$ cat config.mk
export PLATFORM = sky130hd
export DESIGN_NAME = sensor_window_sched
export DESIGN_NICKNAME = d
export VERILOG_FILES = /design/src/rtl/sensor_window_sched.sv
export SDC_FILE = /design/constraint.sdc
export NUM_CORES = 1
export LEC_CHECK = 0
export CAP_MARGIN = 20
export CORE_ASPECT_RATIO = 1.5
export CORE_MARGIN = 1.5
export CORE_UTILIZATION = 56
export CTS_BUF_LIST = sky130_fd_sc_hd__clkbuf_2
export CTS_CLUSTER_DIAMETER = 120
export CTS_CLUSTER_SIZE = 40
export DETAILED_ROUTE_END_ITERATION = 16
export PLACE_DENSITY = 0.94
export SYNTH_ARGS = -nofsm -noshare
export SYNTH_HDL_FRONTEND = slang
export SYNTH_SLANG_ARGS = --single-unit
export TNS_END_PERCENT = 1
$ cat constraint.sdc
create_clock -name clk -period 7.4 [get_ports clk]
set_input_delay 1.48 -clock clk [delete_from_list [all_inputs] [get_ports clk]]
set_output_delay 1.48 -clock clk [all_outputs]
set_load 0.05 [all_outputs]
$ cat src/rtl/sensor_window_sched.sv
// Round-robin sample scheduler feeding the four-channel fault detector: admits a fixed
// quota per channel per window, sequences baseline then monitor windows, and flags stalls.
module sensor_window_sched #(
  parameter int SAMPLES_PER_WIN = 4,
  parameter int TIMEOUT         = 255
) (
  input  logic        clk,
  input  logic        rst_n,
  input  logic        en,
  input  logic [3:0]  ch_req,
  input  logic [31:0] ch_data,
  output logic [3:0]  ch_ack,
  output logic        det_valid,
  output logic [1:0]  det_check,
  output logic [7:0]  det_data,
  output logic        det_clr,
  output logic [1:0]  phase,
  output logic        base_done,
  output logic        win_done,
  output logic        abort,
  output logic [3:0]  stall,
  output logic [7:0]  win_count
);

  localparam logic [1:0]  PH_IDLE   = 2'd0;
  localparam logic [1:0]  PH_BASE   = 2'd1;
  localparam logic [1:0]  PH_MON    = 2'd2;
  localparam logic [3:0]  QUOTA_MAX = 4'(SAMPLES_PER_WIN);
  localparam logic [15:0] TMO_LAST  = 16'(TIMEOUT - 1);

  logic [1:0]  rr_ptr;
  logic [3:0]  quota [4];
  logic [15:0] tmo_cnt;

  logic        active;
  logic [3:0]  under;
  logic [3:0]  elig;
  logic [3:0]  win_full;
  logic [2:0]  pick;
  logic        grant_any;
  logic [1:0]  grant_idx;
  logic        complete;
  logic        timeout_hit;
  logic        grant;

  // Lowest offset from the pointer wins; the descending loop lets it overwrite last.
  function automatic logic [2:0] rr_pick(input logic [3:0] req, input logic [1:0] start);
    logic [1:0] idx;
    rr_pick = 3'b000;
    for (int k = 3; k >= 0; k--) begin
      idx = start + 2'(k);
      if (req[idx]) rr_pick = {1'b1, idx};
    end
  endfunction

  always_comb begin
    active   = (phase == PH_BASE) || (phase == PH_MON);
    under    = '0;
    elig     = '0;
    for (int i = 0; i < 4; i++) begin
      under[i] = (quota[i] < QUOTA_MAX);
      elig[i]  = en && active && ch_req[i] && under[i] && !ch_ack[i];
    end
  end

  assign pick      = rr_pick(elig, rr_ptr);
  assign grant_any = pick[2];
  assign grant_idx = pick[1:0];

  // A window is complete if every quota is full once this cycle's grant is counted.
  always_comb begin
    win_full = '0;
    for (int i = 0; i < 4; i++) begin
      win_full[i] = (quota[i] == QUOTA_MAX) ||
                    (grant_any && (grant_idx == 2'(i)) && (quota[i] == QUOTA_MAX - 4'd1));
    end
  end

  assign complete    = en && active && (&win_full);
  assign timeout_hit = en && active && !complete && (tmo_cnt == TMO_LAST);
  assign grant       = grant_any && !timeout_hit;

  // Grant path: registered handshake and detector sample
  always_ff @(posedge clk or negedge rst_n) begin
    if (!rst_n) begin
      ch_ack    <= '0;
      det_valid <= 1'b0;
      det_check <= '0;
      det_data  <= '0;
      rr_ptr    <= '0;
    end else begin
      ch_ack    <= '0;
      det_valid <= 1'b0;
      if (grant) begin
        ch_ack    <= 4'b0001 << grant_idx;
        det_valid <= 1'b1;
        det_check <= grant_idx;
        det_data  <= ch_data[{grant_idx, 3'b000} +: 8];
        rr_ptr    <= grant_idx + 2'd1;
      end
    end
  end

  // Window sequencing: phase, timeout, completion and stall tracking
  always_ff @(posedge clk or negedge rst_n) begin
    if (!rst_n) begin
      phase     <= PH_IDLE;
      det_clr   <= 1'b0;
      base_done <= 1'b0;
      win_done  <= 1'b0;
      abort     <= 1'b0;
      stall     <= '0;
      win_count <= '0;
      tmo_cnt   <= '0;
    end else begin
      det_clr   <= 1'b0;
      base_done <= 1'b0;
      win_done  <= 1'b0;
      abort     <= 1'b0;
      if (!en) begin
        phase   <= PH_IDLE;
        tmo_cnt <= '0;
      end else if (phase == PH_IDLE) begin
        phase   <= PH_BASE;
        det_clr <= 1'b1;
        tmo_cnt <= '0;
      end else if (!active) begin
        phase   <= PH_IDLE;
        tmo_cnt <= '0;
      end else if (complete) begin
        tmo_cnt <= '0;
        stall   <= '0;
        if (phase == PH_BASE) begin
          base_done <= 1'b1;
          phase     <= PH_MON;
        end else begin
          win_done  <= 1'b1;
          win_count <= win_count + 8'd1;
        end
      end else if (timeout_hit) begin
        // Retry the same window: the detector is cleared and the phase is kept.
        abort   <= 1'b1;
        det_clr <= 1'b1;
        stall   <= stall | under;
        tmo_cnt <= '0;
      end else begin
        tmo_cnt <= tmo_cnt + 16'd1;
      end
    end
  end

  always_ff @(posedge clk or negedge rst_n) begin
    if (!rst_n) begin
      for (int i = 0; i < 4; i++) quota[i] <= '0;
    end else begin
      for (int i = 0; i < 4; i++) begin
        if (!en || !active || complete || timeout_hit) begin
          quota[i] <= '0;
        end else if (grant && (grant_idx == 2'(i))) begin
          quota[i] <= quota[i] + 4'd1;
        end
      end
    end
  end

endmodule

# [After elaboration in Yosys (flattened, before gate mapping)]
# Index checks and enable logic that the tools add are counted.
[classes] magnitude_cmp=8 div_mod_pow=0 shift=2 n_addsub=10 n_mul=0 muxes=51 n_eq_ne=16 n_reduce_logical=56 n_bitwise=3
[op_table] operator="16-bit 2-to-1 mux" count=5
[op_table] operator="4-bit 2-to-1 mux" count=11
[op_table] operator="32-bit by 6-bit indexed part select with 8-bit output" count=1
[op_table] operator="1-bit logical AND" count=29
[op_table] operator="1-bit 2-to-1 mux" count=22
[op_table] operator="16-bit by 1-bit adder with 16-bit output, second input constant" count=1
[op_table] operator="4-bit by 1-bit adder with 4-bit output, second input constant" count=4
[op_table] operator="16-bit by 8-bit == test with 1-bit output, second input constant" count=1
[op_table] operator="4-bit by 2-bit == test with 1-bit output, second input constant" count=4
[op_table] operator="4-bit by 3-bit == test with 1-bit output, second input constant" count=4
[op_table] operator="4-bit by 3-bit < comparator with 1-bit output, second input constant" count=4
[op_table] operator="2-bit by 3-bit < comparator with 1-bit output, second input constant" count=4
[op_table] operator="3-bit 2-to-1 mux" count=4
[op_table] operator="2-bit 2-to-1 mux" count=5
[op_table] operator="2-bit nonzero test" count=5
[op_table] operator="8-bit by 1-bit adder with 8-bit output, second input constant" count=1
[op_table] operator="1-bit binary-select mux with 2-bit select" count=4
[op_table] operator="1-bit zero test" count=8
[op_table] operator="1-bit logical OR" count=8
[op_table] operator="4-bit by 2-bit inequality test with 1-bit output, second input constant" count=2
[op_table] operator="4-bit AND reduction" count=2
[op_table] operator="2-bit == test, second input constant" count=3
[op_table] operator="5-bit AND reduction" count=1
[op_table] operator="2-bit by 1-bit adder with 2-bit output, second input constant" count=2
[op_table] operator="other kinds (7)" count=11
[totals] romBits=0 elab_cells=163 ramBits=0 input_bits=39 reg_bits=67 n_memories=0 out_inout_bits=33 latchBits=0

# [Logic depth before layout (Yosys ltp)]
# Gate-level depths: netlist (run 1).
[depth] word_depth=26 mapped_depth=12 mapped_depth_nobuf=9

# [Worst setup path before layout (run 1)]
# No wires, ideal clock.
[synth_timing] path_type="input to register" startpoint="input en" endpoint="register win_count[1]" setup_slack_ns=3.906 path_stages=8 arrival_ns=3.367 setup_time_ns=0.128 n_path_buf=1 cell_sequence="and2_0 -> clkbuf_1 -> nand3b_1 -> o2111ai_1 -> o21a_1 -> a2111o_1 -> nor4_4 -> mux2_1"
[synth_between] elab_chain_len=17
[synth_lines] element="start, declared" line_no="9" text="input logic en,"
[synth_lines] element="1-bit logical AND" line_no="62, 79"
[synth_lines] element="1-bit logical AND (3 in series)" line_no="62" text="elig[i] = en && active && ch_req[i] && under[i] && !ch_ack[i];"
[synth_lines] element="1-bit binary-select mux with 2-bit select" line_no="52" text="if (req[idx]) rr_pick = {1'b1, idx};"
[synth_lines] element="1-bit 2-to-1 mux (implied by the code)" line_no="52"
[synth_lines] element="3-bit 2-to-1 mux (4 in series)" line_no="52"
[synth_lines] element="2-bit by 1-bit == test with 1-bit output, or another cell as far along" line_no="75" text="(grant_any && (grant_idx == 2'(i)) && (quota[i] == QUOTA_MAX - 4'd1));"
[synth_lines] element="1-bit logical AND (2 in series)" line_no="75"
[synth_lines] element="1-bit logical OR" line_no="74" text="win_full[i] = (quota[i] == QUOTA_MAX) ||"
[synth_lines] element="4-bit AND reduction" line_no="79" text="assign complete = en && active && (&win_full);"
[synth_lines] element="1-bit logical AND" line_no="79"
[synth_lines] element="5-bit AND reduction (no source line) *"
[synth_lines] element="end signal, assigned" line_no="138" text="win_count <= win_count + 8'd1;"
[synth_lines] element="end, declared" line_no="22" text="output logic [7:0] win_count"
# Every way passes the cells marked *; elsewhere a longest branch is shown, timed or not. The select of a mux whose other input is x is not followed.
# A chain may end at the register's enable or synchronous reset.

# [Worst setup path in the final report (run 1)]
[layout_timing] startpoint="input en" endpoint="register det_data[1]"
[layout_between] elab_chain_len=21
[layout_lines] element="1-bit logical AND *" line_no="62, 79, 80"
[layout_lines] element="1-bit logical AND (3 in series)" line_no="62"
[layout_lines] element="1-bit binary-select mux with 2-bit select" line_no="52"
[layout_lines] element="1-bit 2-to-1 mux (implied by the code)" line_no="52"
[layout_lines] element="3-bit 2-to-1 mux (4 in series)" line_no="52"
[layout_lines] element="2-bit by 1-bit == test with 1-bit output, or another cell as far along" line_no="75"
[layout_lines] element="1-bit logical AND (2 in series)" line_no="75"
[layout_lines] element="1-bit logical OR" line_no="74"
[layout_lines] element="4-bit AND reduction" line_no="79"
[layout_lines] element="1-bit logical AND" line_no="79"
[layout_lines] element="1-bit zero test" line_no="80" text="assign timeout_hit = en && active && !complete && (tmo_cnt == TMO_LAST);"
[layout_lines] element="1-bit logical AND (2 in series)" line_no="80"
[layout_lines] element="1-bit zero test" line_no="81" text="assign grant = grant_any && !timeout_hit;"
[layout_lines] element="1-bit logical AND" line_no="81"
[layout_lines] element="end signal, assigned" line_no="98" text="det_data <= ch_data[{grant_idx, 3'b000} +: 8];"
[layout_lines] element="end, declared" line_no="15" text="output logic [7:0] det_data,"
# Marks and branches as above.

==> impl_metrics.tcl, run 1 <==
set metrics [dict create \
    globalRouteTotalUtil_pct 24.96 \
    setup_tns_ns 0 \
    io_pins 72 \
    start_kind "primary input" \
    yosys.cell_types.count 64 \
    instances_no_fill 505 \
    synth_edf_count 0 \
    fillerInstances 454 \
    fmax_mhz 242.2 \
    slowest_delay_ns 0.61 \
    die_width_um 69.44 \
    initial_utilization_pct 57.56 \
    place_inst 489 \
    holdWs_ns 0.4910 \
    startpoint "en" \
    place_congestion 1.004 \
    ys_seq_area_share_pct 45.22 \
    status "complete, no violations" \
    drt_pass1_iterations 4 \
    numCtsBuffers 9 \
    layout-drive-gt1-share_pct 10.26 \
    ir_drop_mv 0.2674 \
    synth_area_mm2 0.003707 \
    cp.arrival_ns 4.55 \
    max-slew-margin-rel_pct 43.28 \
    finalCritPeriodShare_pct 55.79 \
    fin_nets 476 \
    r2r_end "det_data[1]" \
    ctsRootBufferMaster "clkbuf_2" \
    dpl_cell_area_mm2 0.004443 \
    grt_max_degree 68 \
    syn_nets 405 \
    die_h_um 102.7 \
    final-setup-viol-count 0 \
    busiest_layer "met2" \
    core_mm2 0.006441 \
    clk_latency_ns 0.52 \
    avgViaCountPerCell 5.768 \
    grt_pass1_vias 3051 \
    dp_hpwl_um 6150 \
    clock_sinks 67 \
    cp-endpoint "det_data[1]" \
    synth-seq-cells 67 \
    drc 0 \
    yosys_warnings 0 \
    fin_area_mm2 0.004576 \
    h-tree-depth 3 \
    crit_chain "clkdlybuf4s50_1 -> nand4b_1 -> nor2_1 -> o2111ai_1 -> o21a_1 -> o31ai_4 -> nand2_2 -> mux2_4" \
    reg2reg_from "phase[0]" \
    die_area_mm2 0.007128 \
    p_per_area_mw_per_mm2 306.6 \
    slew_violations 0 \
    cts_max_path_buffers 2 \
    synth_most_common_cell "dfrtp_1" \
    clock_skew_ns 0.02540 \
    ff2ff_setup_slack_ns 3.94 \
    end_kind "register" \
    layout_min_cycle_time_ns 4.128 \
    hold_class "register to register" \
    std_cell_rows 36 \
    dp_slack_ns 2.773 \
    port_buffers 71 \
    postSynthAreaPerCell_um2 10.50 \
    worst_pin_slew_ns 0.8508 \
    use_met1_pct 25.56 \
    synth_top_area_share_pct 45.22 \
    critPathRequiredTime_ns 7.82 \
    cts.hold.buffers_added 0 \
    cts_setup_buffers 0 \
    crit_slowest_cell "o31ai_4" \
    r2r_cells 9 \
    synthCells 353 \
    maxCapViolCount 0 \
    wl_per_cell_um 16.21 \
    crit_fanout 14 \
    post_cts_resized 0 \
    drt_iter0_drc 200 \
    worst_slack_ns 3.272 \
    syn2layout_area_growth_pct 23.42 \
    n_antenna_cell 0 \
    p_leak_nw 2.049 \
    clkTransAtPathRegs_ns 0.19 \
    detail-route-antenna-nets 0 \
    crit_type "primary input to register" \
    synth-async-reset-ratio_pct 100.0 \
    netlist.top_cell.by_area "dfrtp_1" \
    finalHoldViolCount 0 \
    synth.area.top_cells "dfrtp_1 (45%), mux2i_1 (6.5%), nor2_1 (4.6%)" \
    grt_pass1_wl_um 13830 \
    ys_top_cells_by_count "dfrtp_1 (67), nor2_1 (45), mux2i_1 (24)" \
    wl_um 8185 \
    vias 2913 \
    antenna_found_initial 0 \
    grt-ovfl-total 0 \
    rsz0062_at_grt "false" \
    synthFlopType "dfrtp_1" \
    cts_tree "built" \
    grtUsageMet3_pct 5.083 \
    grtUsageMet2_pct 47.26 \
]
## registers in the layout (all words and copies together) (netlist names)
| register | flops |
|---|---|
| phase | 2 |
| win_count | 8 |
| quota | 16 |
| stall | 4 |
| ch_ack | 4 |
| win_done | 1 |
| rr_ptr | 2 |
| det_valid | 1 |
| det_data | 8 |
| det_clr | 1 |
| abort | 1 |
| base_done | 1 |
| tmo_cnt | 16 |
| det_check | 2 |
## critical path: cells and delay by family
family	cells	cell delay, ns
AO/OA/AOI/OAI	3	1.24
AND/OR/NAND/NOR	3	0.85
multiplexers	1	0.39
buffers and inverters	1	0.57
## worst min path at each step
stage | startpoint | endpoint | slack, ns | cells past startpoint
finish | win_count[7] | win_count[7] | 0.49 | 1
global route | win_count[7] | win_count[7] | 0.52 | 1
CTS | win_count[7] | win_count[7] | 0.50 | 1
detailed placement | win_count[7] | win_count[7] | 0.47 | 1
global placement | win_count[7] | win_count[7] | 0.46 | 1
floorplan | tmo_cnt[0] | tmo_cnt[0] | 0.45 | 1
## cells by family (layout without fill, tap and decap cells)
group           Yosys count  count (layout)  synth area share [%]
xor+xnor                 21              21                 4.961
compound gates           52              52                 10.50
mux                      36              36                 10.93
fa+ha+maj                13              13                 4.388
flops                    67              67                 45.22
buf+inv                  31             107                 3.982
simple gates            133             133                 20.01
## stage by stage
stage,total power [W],util (%)
after CTS,0.001407,71.04
after global placement,0.001140,68.98
after detailed placement,0.001163,68.98
after floorplan,0.0009981,-
final,0.001403,71.04
after global routing,0.001472,71.04
## power by group
group          total (W)  internal, W  switching (W)
clock network   0.000245     0.000114       0.000132
registers       0.000469     0.000420      0.0000488
logic           0.000689     0.000280       0.000408
total            0.00140     0.000814       0.000589
## layout by cell type, fill, tap and decap left out, types with 3 or more instances in the layout
master / Yosys / routed
mux2_4: 8 / 8
dfrtp_1: 67 / 67
ha_1: 13 / 13
a31oi_1: 4 / 4
xor2_1: 9 / 9
clkdlybuf4s50_1: 0 / 70
nand3_1: 22 / 22
nand4_1: 5 / 5
nor2_1: 45 / 45
xnor2_1: 12 / 12
o21ai_0: 8 / 8
nor2b_1: 3 / 3
nand2_1: 17 / 17
mux2_2: 3 / 3
nor3_1: 4 / 4
inv_1: 18 / 18
mux2i_1: 24 / 24
and3_1: 6 / 6
and2_1: 5 / 5
clkbuf_2: 0 / 11
a21oi_1: 18 / 18
## area by class of cell
class                   instances  area, µm²  area share [%]
multi-input cells             255       1883           41.15
clock buffers                  11      55.05           1.203
repair buffers                 73      720.7           15.75
inverters                      18      67.56           1.477
well taps                      76      95.09           2.078
clock inverters                 5      77.57           1.695
flip-flops and latches         67       1677           36.64
## routing by layer
metal / vias to the layer above / part of all wire [%]
met1: 1399 / 36
met5: - / 0
li1: 1397 / -
met2: 99 / 56
met4: 0 / 3.0
met3: 18 / 4.4
No activity file was read; power rests on OpenSTA's default activity.
==> inputs of run 2 (changes only) <==
CORE_UTILIZATION = 49   (was 56)
PLACE_DENSITY = 0.88   (was 0.94)
clock period = 3.7 ns   (was 7.4 ns; I/O delays follow)
==> impl_metrics.tcl, run 2 (synthesis gave the netlist of run 1 again) <==
set metrics [dict create \
    n_antenna_cell 0 \
    grt_max_degree 36 \
    detail-route-antenna-nets 0 \
    grt_pass1_wl_um 13570 \
    numCtsBuffers 9 \
    wl_um 8157 \
    hold_class "primary input to asynchronous set/reset pin" \
    rsz0062_at_grt "false" \
    r2r_cells 9 \
    maxCapViolCount 0 \
    place_congestion 0.9247 \
    dp_hpwl_um 6310 \
    grt-ovfl-total 0 \
    initial_utilization_pct 50.96 \
    fin_nets 483 \
    cp.arrival_ns 3.50 \
    clk_latency_ns 0.51 \
    post_cts_resized 0 \
    ir_drop_mv 0.5502 \
    layout-drive-gt1-share_pct 11.24 \
    cts.hold.buffers_added 0 \
    drt_iter0_drc 132 \
    finalHoldViolCount 0 \
    vias 2963 \
    critPathRequiredTime_ns 4.12 \
    finalCritPeriodShare_pct 83.24 \
    cts_setup_buffers 0 \
    core_mm2 0.007274 \
    antenna_found_initial 0 \
    clkTransAtPathRegs_ns 0.19 \
    r2r_end "win_count[1]" \
    status "complete, no violations" \
    reg_top3 "quota x16, tmo_cnt x16" \
    crit_family "compound AO/OA/AOI/OAI gates" \
    ctsRootBufferMaster "clkbuf_2" \
    fin_area_mm2 0.004608 \
    p_leak_nw 2.052 \
    worst_pin_slew_ns 0.7155 \
    final-setup-viol-count 0 \
    syn2layout_area_growth_pct 24.30 \
    cp_num_cells 9 \
    layout_min_cycle_time_ns 3.080 \
    slew_violations 0 \
    slowest_delay_ns 0.50 \
    crit_type "register to register" \
    path_buf_inv 1 \
    cts_tree "built" \
    layout_commonest_cell "clkdlybuf4s50_1" \
    p_per_area_mw_per_mm2 582.7 \
    port_buffers 71 \
    wl_per_cell_um 15.22 \
    place_inst 520 \
    fmax_mhz 324.7 \
    drt_pass1_iterations 4 \
    die_width_um 74.02 \
    drc 0 \
    max-slew-margin-rel_pct 52.30 \
    die_area_mm2 0.008107 \
    cts_max_path_buffers 2 \
    die_h_um 109.5 \
    h-tree-depth 3 \
    power_w 0.002685 \
    instances_no_fill 536 \
    setup_tns_ns 0 \
    layout_common_cells "clkdlybuf4s50_1 (70), dfrtp_1 (67), nor2_1 (45), mux2i_1 (24), nand3_1 (22)" \
    io_pins 72 \
    clock_skew_ns 0.02548 \
    start_kind "register" \
    crit_slowest_cell "a2111o_1" \
    avgViaCountPerCell 5.528 \
    crit_chain "inv_1 -> ha_1 -> and2_0 -> nand3b_1 -> o2111ai_1 -> o21a_1 -> a2111o_1 -> nor4_4 -> mux2_1" \
    std_cell_rows 38 \
    grt_pass1_vias 3000 \
    reg2reg_from "phase[0]" \
    dpl_cell_area_mm2 0.004526 \
    post-route-util_pct 63.35 \
    end_kind "register" \
    clock_sinks 67 \
    crit_fanout 7 \
    ff2ff_setup_slack_ns 0.62 \
    globalRouteTotalUtil_pct 21.69 \
]
-- run 2: how the worst max path moves through the flow --
stage	startpoint	slack (ns)	end
final	phase[0]	0.62	win_count[1]
after global routing	phase[0]	0.44	win_count[1]
after CTS	phase[0]	0.63	win_count[1]
after detailed placement	en	0.12	win_count[1]
after global placement	en	0.17	win_count[1]
after floorplan	phase[0]	0.59	win_count[1]
-- run 2: metal layers --
metal  up-vias  part of all wire, %  GRT usage [%]
li1       1405                    -              -
met1      1448                   40          24.82
met2        97                   54          38.58
met3        13                  4.8          4.583
met4         0                  2.0          8.466
met5         -                    0              0
-- run 2: report_power, final --
part	total [W]	switching [W]	internal, W
Clock	0.000345	0.000261	0.0000840
Combinational	0.00141	0.000828	0.000578
Sequential	0.000935	0.0000952	0.000839
-- run 2: cell type report --
cell class	instances	area (µm²)
clock buffer	10	50.05
clock inverter	6	32.53
fill	601	2666
inverter	18	67.56
multi-input combinational	255	1883
sequential	67	1677
tap	100	125.1
timing repair buffer	80	773.2
-- run 2: through the flow --
step	hold WS (ns)	setup WS, ns
detailed placement	0.4778	0.1184
global placement	0.4585	0.1664
CTS	0.2488	0.6280
floorplan	0.4444	0.5873
global route	0.2720	0.4396
finish	0.2570	0.6200
-- run 2: worst reg2reg max path, stage by stage (launching register included) --
cell and delay [ns]:
dfrtp_1 0.43, inv_1 0.06, ha_1 0.33, and2_0 0.27, nand3b_1 0.22, o2111ai_1 0.26
o21a_1 0.34, a2111o_1 0.50, nor4_4 0.24, mux2_1 0.36
